`src/rtl/mips_fetch_pkg.sv`:
```
// rtl/mips_fetch_pkg.sv - shared types and widths for the instruction fetch stage
package mips_fetch_pkg;

    localparam int INSTR_W = 32;
    localparam int ADDR_W  = 32;

    typedef enum logic [1:0] {
        REQ,
        WAIT,
        DRAIN
    } fetch_state_t;

    typedef struct packed {
        logic [INSTR_W-1:0] instr;
        logic [ADDR_W-1:0]  pc;
    } fetch_entry_t;

endpackage

```
`src/rtl/instr_fifo.sv`:
```
// rtl/instr_fifo.sv - shift-style instruction buffer with flush and registered head
module instr_fifo
    import mips_fetch_pkg::*;
#(
    parameter int BUF_DEPTH = 2,
    parameter int CNT_W     = $clog2(BUF_DEPTH + 1)
) (
    input  logic               clk,
    input  logic               reset,
    input  logic               flush,
    input  logic               push,
    input  fetch_entry_t       push_data,
    input  logic               pop,
    output logic [CNT_W-1:0]   count,
    output logic               head_valid,
    output logic [INSTR_W-1:0] head_instr,
    output logic [ADDR_W-1:0]  head_pc,
    output logic [ADDR_W-1:0]  head_pcplus4
);

    fetch_entry_t      mem     [BUF_DEPTH];
    fetch_entry_t      nxt_mem [BUF_DEPTH];
    logic [CNT_W-1:0]  nxt_count;
    logic [CNT_W-1:0]  wr_idx;
    logic              do_pop;
    logic              do_push;
    logic [ADDR_W-1:0] pcplus4_q;

    // Entry 0 is always the head, so the head outputs come straight from flops.
    always_comb begin
        nxt_mem   = mem;
        nxt_count = count;
        do_pop    = pop && (count != '0);
        wr_idx    = count - CNT_W'(do_pop);
        do_push   = push && (wr_idx < CNT_W'(BUF_DEPTH));
        if (flush) begin
            nxt_count = '0;
        end else begin
            if (do_pop) begin
                for (int i = 0; i < BUF_DEPTH - 1; i++) begin
                    nxt_mem[i] = mem[i+1];
                end
            end
            for (int i = 0; i < BUF_DEPTH; i++) begin
                if (do_push && (wr_idx == CNT_W'(i))) begin
                    nxt_mem[i] = push_data;
                end
            end
            nxt_count = count + CNT_W'(do_push) - CNT_W'(do_pop);
        end
    end

    always_ff @(posedge clk) begin
        if (reset) begin
            count     <= '0;
            pcplus4_q <= '0;
            for (int i = 0; i < BUF_DEPTH; i++) begin
                mem[i] <= '0;
            end
        end else begin
            count     <= nxt_count;
            mem       <= nxt_mem;
            pcplus4_q <= nxt_mem[0].pc + ADDR_W'(4);
        end
    end

    assign head_valid   = (count != '0);
    assign head_instr   = mem[0].instr;
    assign head_pc      = mem[0].pc;
    assign head_pcplus4 = pcplus4_q;

endmodule

```
`src/rtl/fetch_unit.sv`:
```
// rtl/fetch_unit.sv - PC owner and imem request FSM; FETCH_PERF_CNT_EN adds perf counters
module fetch_unit
    import mips_fetch_pkg::*;
#(
    parameter logic [ADDR_W-1:0] RESET_PC  = 32'h0000_0000,
    parameter int                BUF_DEPTH = 2
) (
    input  logic               clk,
    input  logic               reset,
    output logic               imem_req,
    output logic [ADDR_W-1:0]  imem_addr,
    input  logic               imem_ready,
    input  logic               imem_rvalid,
    input  logic [INSTR_W-1:0] imem_rdata,
    input  logic               redirect,
    input  logic [ADDR_W-1:0]  redirect_pc,
    output logic [INSTR_W-1:0] instr,
    output logic [ADDR_W-1:0]  instr_pc,
    output logic [ADDR_W-1:0]  pcplus4,
    output logic               instr_valid,
    input  logic               instr_ready
`ifdef FETCH_PERF_CNT_EN
    ,
    output logic [31:0]        perf_stall_cnt,
    output logic [31:0]        perf_flush_cnt
`endif
);

    localparam int CNT_W = $clog2(BUF_DEPTH + 1);

    fetch_state_t      state, next_state;
    logic [ADDR_W-1:0] fetch_pc, next_pc;
    logic [CNT_W-1:0]  count;
    logic              outstanding;
    logic              push;
    logic              discard;
    fetch_entry_t      push_data;

    assign outstanding = (state != REQ);
    // Reserve a buffer slot for every request so a response can always be stored.
    assign imem_req  = !reset && (state == REQ) &&
                       (({1'b0, count} + (CNT_W+1)'(outstanding)) < (CNT_W+1)'(BUF_DEPTH));
    assign imem_addr = fetch_pc;

    always_comb begin
        next_state = state;
        next_pc    = fetch_pc;
        push       = 1'b0;
        discard    = 1'b0;
        case (state)
            REQ: begin
                if (imem_req && imem_ready) begin
                    next_pc    = fetch_pc + ADDR_W'(4);
                    next_state = redirect ? DRAIN : WAIT;
                end
            end
            WAIT: begin
                if (imem_rvalid) begin
                    push       = !redirect;
                    discard    = redirect;
                    next_state = REQ;
                end else if (redirect) begin
                    next_state = DRAIN;
                end
            end
            DRAIN: begin
                if (imem_rvalid) begin
                    discard    = 1'b1;
                    next_state = REQ;
                end
            end
            default: next_state = REQ;
        endcase
        if (redirect) begin
            next_pc = redirect_pc & ~ADDR_W'(3);
        end
    end

    always_ff @(posedge clk) begin
        if (reset) begin
            state    <= REQ;
            fetch_pc <= RESET_PC;
        end else begin
            state    <= next_state;
            fetch_pc <= next_pc;
        end
    end

    // In WAIT fetch_pc already points past the outstanding request.
    assign push_data.instr = imem_rdata;
    assign push_data.pc    = fetch_pc - ADDR_W'(4);

    instr_fifo #(
        .BUF_DEPTH (BUF_DEPTH),
        .CNT_W     (CNT_W)
    ) u_fifo (
        .clk          (clk),
        .reset        (reset),
        .flush        (redirect),
        .push         (push),
        .push_data    (push_data),
        .pop          (instr_ready),
        .count        (count),
        .head_valid   (instr_valid),
        .head_instr   (instr),
        .head_pc      (instr_pc),
        .head_pcplus4 (pcplus4)
    );

`ifdef FETCH_PERF_CNT_EN
    always_ff @(posedge clk) begin
        if (reset) begin
            perf_stall_cnt <= '0;
            perf_flush_cnt <= '0;
        end else begin
            if (!instr_valid && (perf_stall_cnt != '1)) begin
                perf_stall_cnt <= perf_stall_cnt + 32'd1;
            end
            if (discard && (perf_flush_cnt != '1)) begin
                perf_flush_cnt <= perf_flush_cnt + 32'd1;
            end
        end
    end
`endif

endmodule

```
`config.mk`:
```
export PLATFORM = sky130hd
export DESIGN_NAME = fetch_unit
export DESIGN_NICKNAME = d
export VERILOG_FILES = /design/src/rtl/mips_fetch_pkg.sv /design/src/rtl/instr_fifo.sv /design/src/rtl/fetch_unit.sv
export SDC_FILE = /design/constraint.sdc
export NUM_CORES = 1
export LEC_CHECK = 0
export ABC_AREA = 1
export BUFFER_PORTS_ARGS = -buffer_cell sky130_fd_sc_hd__buf_2
export CORE_MARGIN = 3
export CORE_UTILIZATION = 40
export CTS_CLUSTER_SIZE = 14
export DETAILED_ROUTE_END_ITERATION = 8
export GPL_TIMING_DRIVEN = 0
export PLACE_DENSITY = 0.67
export RECOVER_POWER = 100
export SETUP_SLACK_MARGIN = 0.5
export SLEW_MARGIN = 20
export SYNTH_ARGS = -nofsm -noshare
export SYNTH_HDL_FRONTEND = slang
export SYNTH_SLANG_ARGS = --single-unit
```
`constraint.sdc`:
```
create_clock -name clk -period 7.1 [get_ports clk]
set_clock_uncertainty 0.2 [all_clocks]
set_input_delay 1.065 -clock clk [delete_from_list [all_inputs] [get_ports clk]]
set_output_delay 1.065 -clock clk [all_outputs]
set_load 0.03 [all_outputs]
```
==> out/summary.md <==
• run status: completed
• most common cell after layout, fill and taps aside: sky130_fd_sc_hd__nand2_1
• Worst setup startpoint: instr_ready
• post-route DRC violation count: 0
• overflow left after global routing: 0
• cell family contributing the most delay on the critical path: simple AND/OR/NAND/NOR gates
• kind of end point of the critical path: register
• number of hold-repair buffers added at the cts stage: 0
• Max Freq: 0.175 GHz
• Least-Margin Pin Slew: 0.844 ns
• initial cell density of the core: 0.408
• post-synthesis register bit count: 188
• core footprint: 25300 um2
• total clock sinks: 188
• largest net degree at the start of global routing: 24
• Final Hold Vio Count: 0
• setup repair after global routing missed its margin: false
• Post-DP HPWL: 26500 um
• number of antenna violations at the first check in global routing: 5
• Die Footprint: 27800 um2
• Setup violations, final: 0
• largest cells by area after synthesis: sky130_fd_sc_hd__dfxtp_1, sky130_fd_sc_hd__nand2_1, sky130_fd_sc_hd__nor2_1, sky130_fd_sc_hd__nand3_1, sky130_fd_sc_hd__buf_4
• utilization after layout: 0.479
• synthesized netlist cell count: 1531
• via count of the first global-routing pass: 10200
• Setup TNS: 0 ns
• H-Tree Depth: 4
• Die Span Y: 167 um
• hold wc startpoint: u_fifo.mem[2]$_SDFFE_PP0P_
• delay of the slowest critical-path stage: 0.59 ns
• number of pins exceeding their max-slew limit in the final report: 0
• die width: 167 um
• number of search-and-repair iterations in the first detailed-routing pass: 5
• synth unique cells: 46
• leakage dissipation: 0.00497 uW
• io pins: 200
• hold path endpoint: u_fifo.mem[2]$_SDFFE_PP0P_
• Critical Path AT: 5.88 ns
• Layout fillers: 2686
• Post-Synthesis Mean Instance Area: 6.75 um2
• leading register cell type out of synthesis: sky130_fd_sc_hd__dfxtp_1
• critical path's most frequent cell: sky130_fd_sc_hd__nand2_1
• CTS-repair resized insts: 0
• series of cell instances along the critical path: buf_2 > inv_1 > nor2_1 > clkbuf_1 > clkbuf_1 > ha_1 > inv_1 > nand2_1 > nand2_1 > nand3_1 > nand2_1 > inv_4 > nand2_1 > nand2_1 > ha_1 > nand4_1 > nor2_4 > nand4_1 > nor2_2 > nand3_1 > nand2_1 > inv_1
• overall routing resource usage: 0.241
• Netlist Area Pre-Place: 10300 um2
• depth of the most critical reg-to-reg path: 21
• total buffers and inverters traversed by the critical path: 7
• number of buffers added on ports: 190
• post-layout min period: 5.73 ns
• fraction of the yosys area taken by sequential cells: 0.364
• Tcrit/Tclk final: 0.807
• average via count per standard cell: 5.23
• Critical R2R Launch: u_fifo.count[1]$_SDFF_PP0_
• number of nets still failing antenna checks after routing: 0
• TritonCTS clock tree: done
• Routed Wire Length: 34600 um
• clock slew seen by the registers of the worst setup and hold paths: 0.08 ns
• Max-cap violations: 0
• fraction of post-synthesis cell area in the top cell type by area: 0.364
• via count: 10900
• top fanout value on the critical path: 11
• Root Buffer: sky130_fd_sc_hd__clkbuf_16
• pwr dens: 201 nW/um2
• wire length of the first global-routing pass: 54700 um
• number of DRC violations after detailed-routing iteration 0: 1063
• worst-skew pair later-pin latency: 0.46 ns
• worst setup path category: in2reg
• proportion of layout cells with a drive suffix above 1: 0.126
• number of buffers created by CTS: 17
• data required time of the critical path: 7.25 ns
• min-delay worst type: reg2reg
• master of the slowest instance on the critical path: sky130_fd_sc_hd__clkbuf_1
• register-to-register path setup slack: 1.62 ns
• Final GP Congestion: 0.945
• area added between synthesis and finish: 17.4%
• worst vdd rail ir drop: 143 uV
• leading cell types in the layout, fill and taps excluded: sky130_fd_sc_hd__nand2_1, sky130_fd_sc_hd__nor2_1, sky130_fd_sc_hd__clkbuf_1
• number of enable flip-flop cells after synthesis: 0
• crit start category: input pin
• number of synthesis warnings: 0
• share of synthesized flip-flops with an asynchronous set or reset: 0
• Net count, final: 1821
• setup bufs post-CTS: 0
• Design Power: 2440 uW
• Levels on crit path: 22
• worst relative slew slack: 0.437
• Min-Delay Path Depth: 2
• routed length per instance: 16.5 um
• biggest area consumer among synthesized cells: sky130_fd_sc_hd__dfxtp_1
• Max Buffers Root-to-Sink: 2
• endpoint of the most critical register-to-register path: u_fifo.head_pcplus4[30]$_SDFF_PP0_
• number of standard-cell rows in the floorplan: 58
area by class of cell:
class / count / area [um2] / share of cell area
Timing Repair Buffer: 190 / 796 / 0.0655
Antenna cell: 2 / 5.00 / 0.000412
Inverter: 121 / 459 / 0.0378
Clock buffer: 17 / 425 / 0.0350
Buffer: 159 / 906 / 0.0746
Multi-Input combinational cell: 1068 / 5160 / 0.425
Sequential cell: 188 / 3760 / 0.310
Clock inverter: 15 / 220 / 0.0181
Tap cell: 330 / 413 / 0.0340
stage by stage:
| step | hold slack (ns) | cell area (um2) | std cells | setup slack (ns) |
|---|---|---|---|---|
| final | 0.260 | 12100 | 2090 | 1.37 |
| after detailed placement | 0.249 | 11700 | 2056 | 1.88 |
| after global placement | 0.246 | 11700 | 2056 | 1.93 |
| after floorplan | 0.230 | 10400 | 1536 | 2.92 |
| after global routing | 0.290 | 12100 | 2090 | 0.994 |
| after CTS | 0.262 | 12400 | 2088 | 2.33 |
state kept, by name (all words and copies together) (netlist names):
register             flops
u_fifo.head_pcplus4     30
state                    2
u_fifo.mem              62
u_fifo.head_pc          30
u_fifo.count             2
imem_addr               30
u_fifo.head_instr       32
metal layers:
layer / share of wire / wire [um] / global-route usage / vias up
met5: 0.00087 / 30 / 0 / -
met2: 0.43 / 14900 / 0.369 / 519
met4: 0.018 / 631 / 0.0664 / 6
met3: 0.084 / 2900 / 0.0470 / 58
met1: 0.47 / 16100 / 0.347 / 4948
li1: - / - / - / 5405
cells in the mapped netlist, types with 2 or more instances:
cell type	instances
sky130_fd_sc_hd__nand2_2	10
sky130_fd_sc_hd__nor3_2	2
sky130_fd_sc_hd__or2_2	3
sky130_fd_sc_hd__nor4_1	3
sky130_fd_sc_hd__nor2_4	8
sky130_fd_sc_hd__o21a_1	3
sky130_fd_sc_hd__nor2_2	11
sky130_fd_sc_hd__dfxtp_1	188
sky130_fd_sc_hd__buf_6	4
sky130_fd_sc_hd__o21ai_1	8
sky130_fd_sc_hd__a21oi_1	45
sky130_fd_sc_hd__buf_4	73
sky130_fd_sc_hd__o21ai_2	4
sky130_fd_sc_hd__clkbuf_1	72
sky130_fd_sc_hd__nand4_1	45
sky130_fd_sc_hd__nand2_1	331
sky130_fd_sc_hd__a21oi_2	2
sky130_fd_sc_hd__nor2_1	200
sky130_fd_sc_hd__a31oi_1	71
sky130_fd_sc_hd__inv_4	2
sky130_fd_sc_hd__nand3_1	122
sky130_fd_sc_hd__buf_1	2
sky130_fd_sc_hd__inv_1	111
sky130_fd_sc_hd__nor3_1	19
sky130_fd_sc_hd__buf_2	8
sky130_fd_sc_hd__and2_1	3
sky130_fd_sc_hd__nand2_4	3
sky130_fd_sc_hd__inv_2	7
sky130_fd_sc_hd__o21ai_0	107
sky130_fd_sc_hd__o211ai_1	18
sky130_fd_sc_hd__ha_1	6
sky130_fd_sc_hd__xor2_1	26
worst min-delay path, delay by kind of cell, from the launching register on:
family,cells,cell delay (ns)
flip-flops,1,0.31
AO/OA/AOI/OAI,1,0.05
buffers and inverters,1,0.06
power breakdown:
part           total, uW  switching [uW]  internal [uW]
clock               1040             541            497
sequential          1090            21.2           1070
combinational        309             223           85.9
cells by family (layout without fill, tap and decap cells):
kind of cell,after synthesis,in the layout,share of synthesized area
compound gates,263,263,0.145
flops,188,188,0.364
buf+inv,280,502,0.132
other cells,1,8,0.000363
xor+xnor,26,26,0.0220
simple gates,767,767,0.329
fa+ha+maj,6,6,0.00726
worst max path at each step:
stage / to / slack, ns
2_1_floorplan: u_fifo.head_pcplus4[26]$_SDFF_PP0_ / 2.92
3_3_place_gp: u_fifo.head_pcplus4[30]$_SDFF_PP0_ / 1.93
3_5_place_dp: u_fifo.head_pcplus4[30]$_SDFF_PP0_ / 1.88
4_1_cts: u_fifo.head_pcplus4[30]$_SDFF_PP0_ / 2.33
5_1_grt: u_fifo.head_pcplus4[30]$_SDFF_PP0_ / 0.99
6_report: u_fifo.head_pcplus4[30]$_SDFF_PP0_ / 1.37
Power figures use the tool's default switching activity.
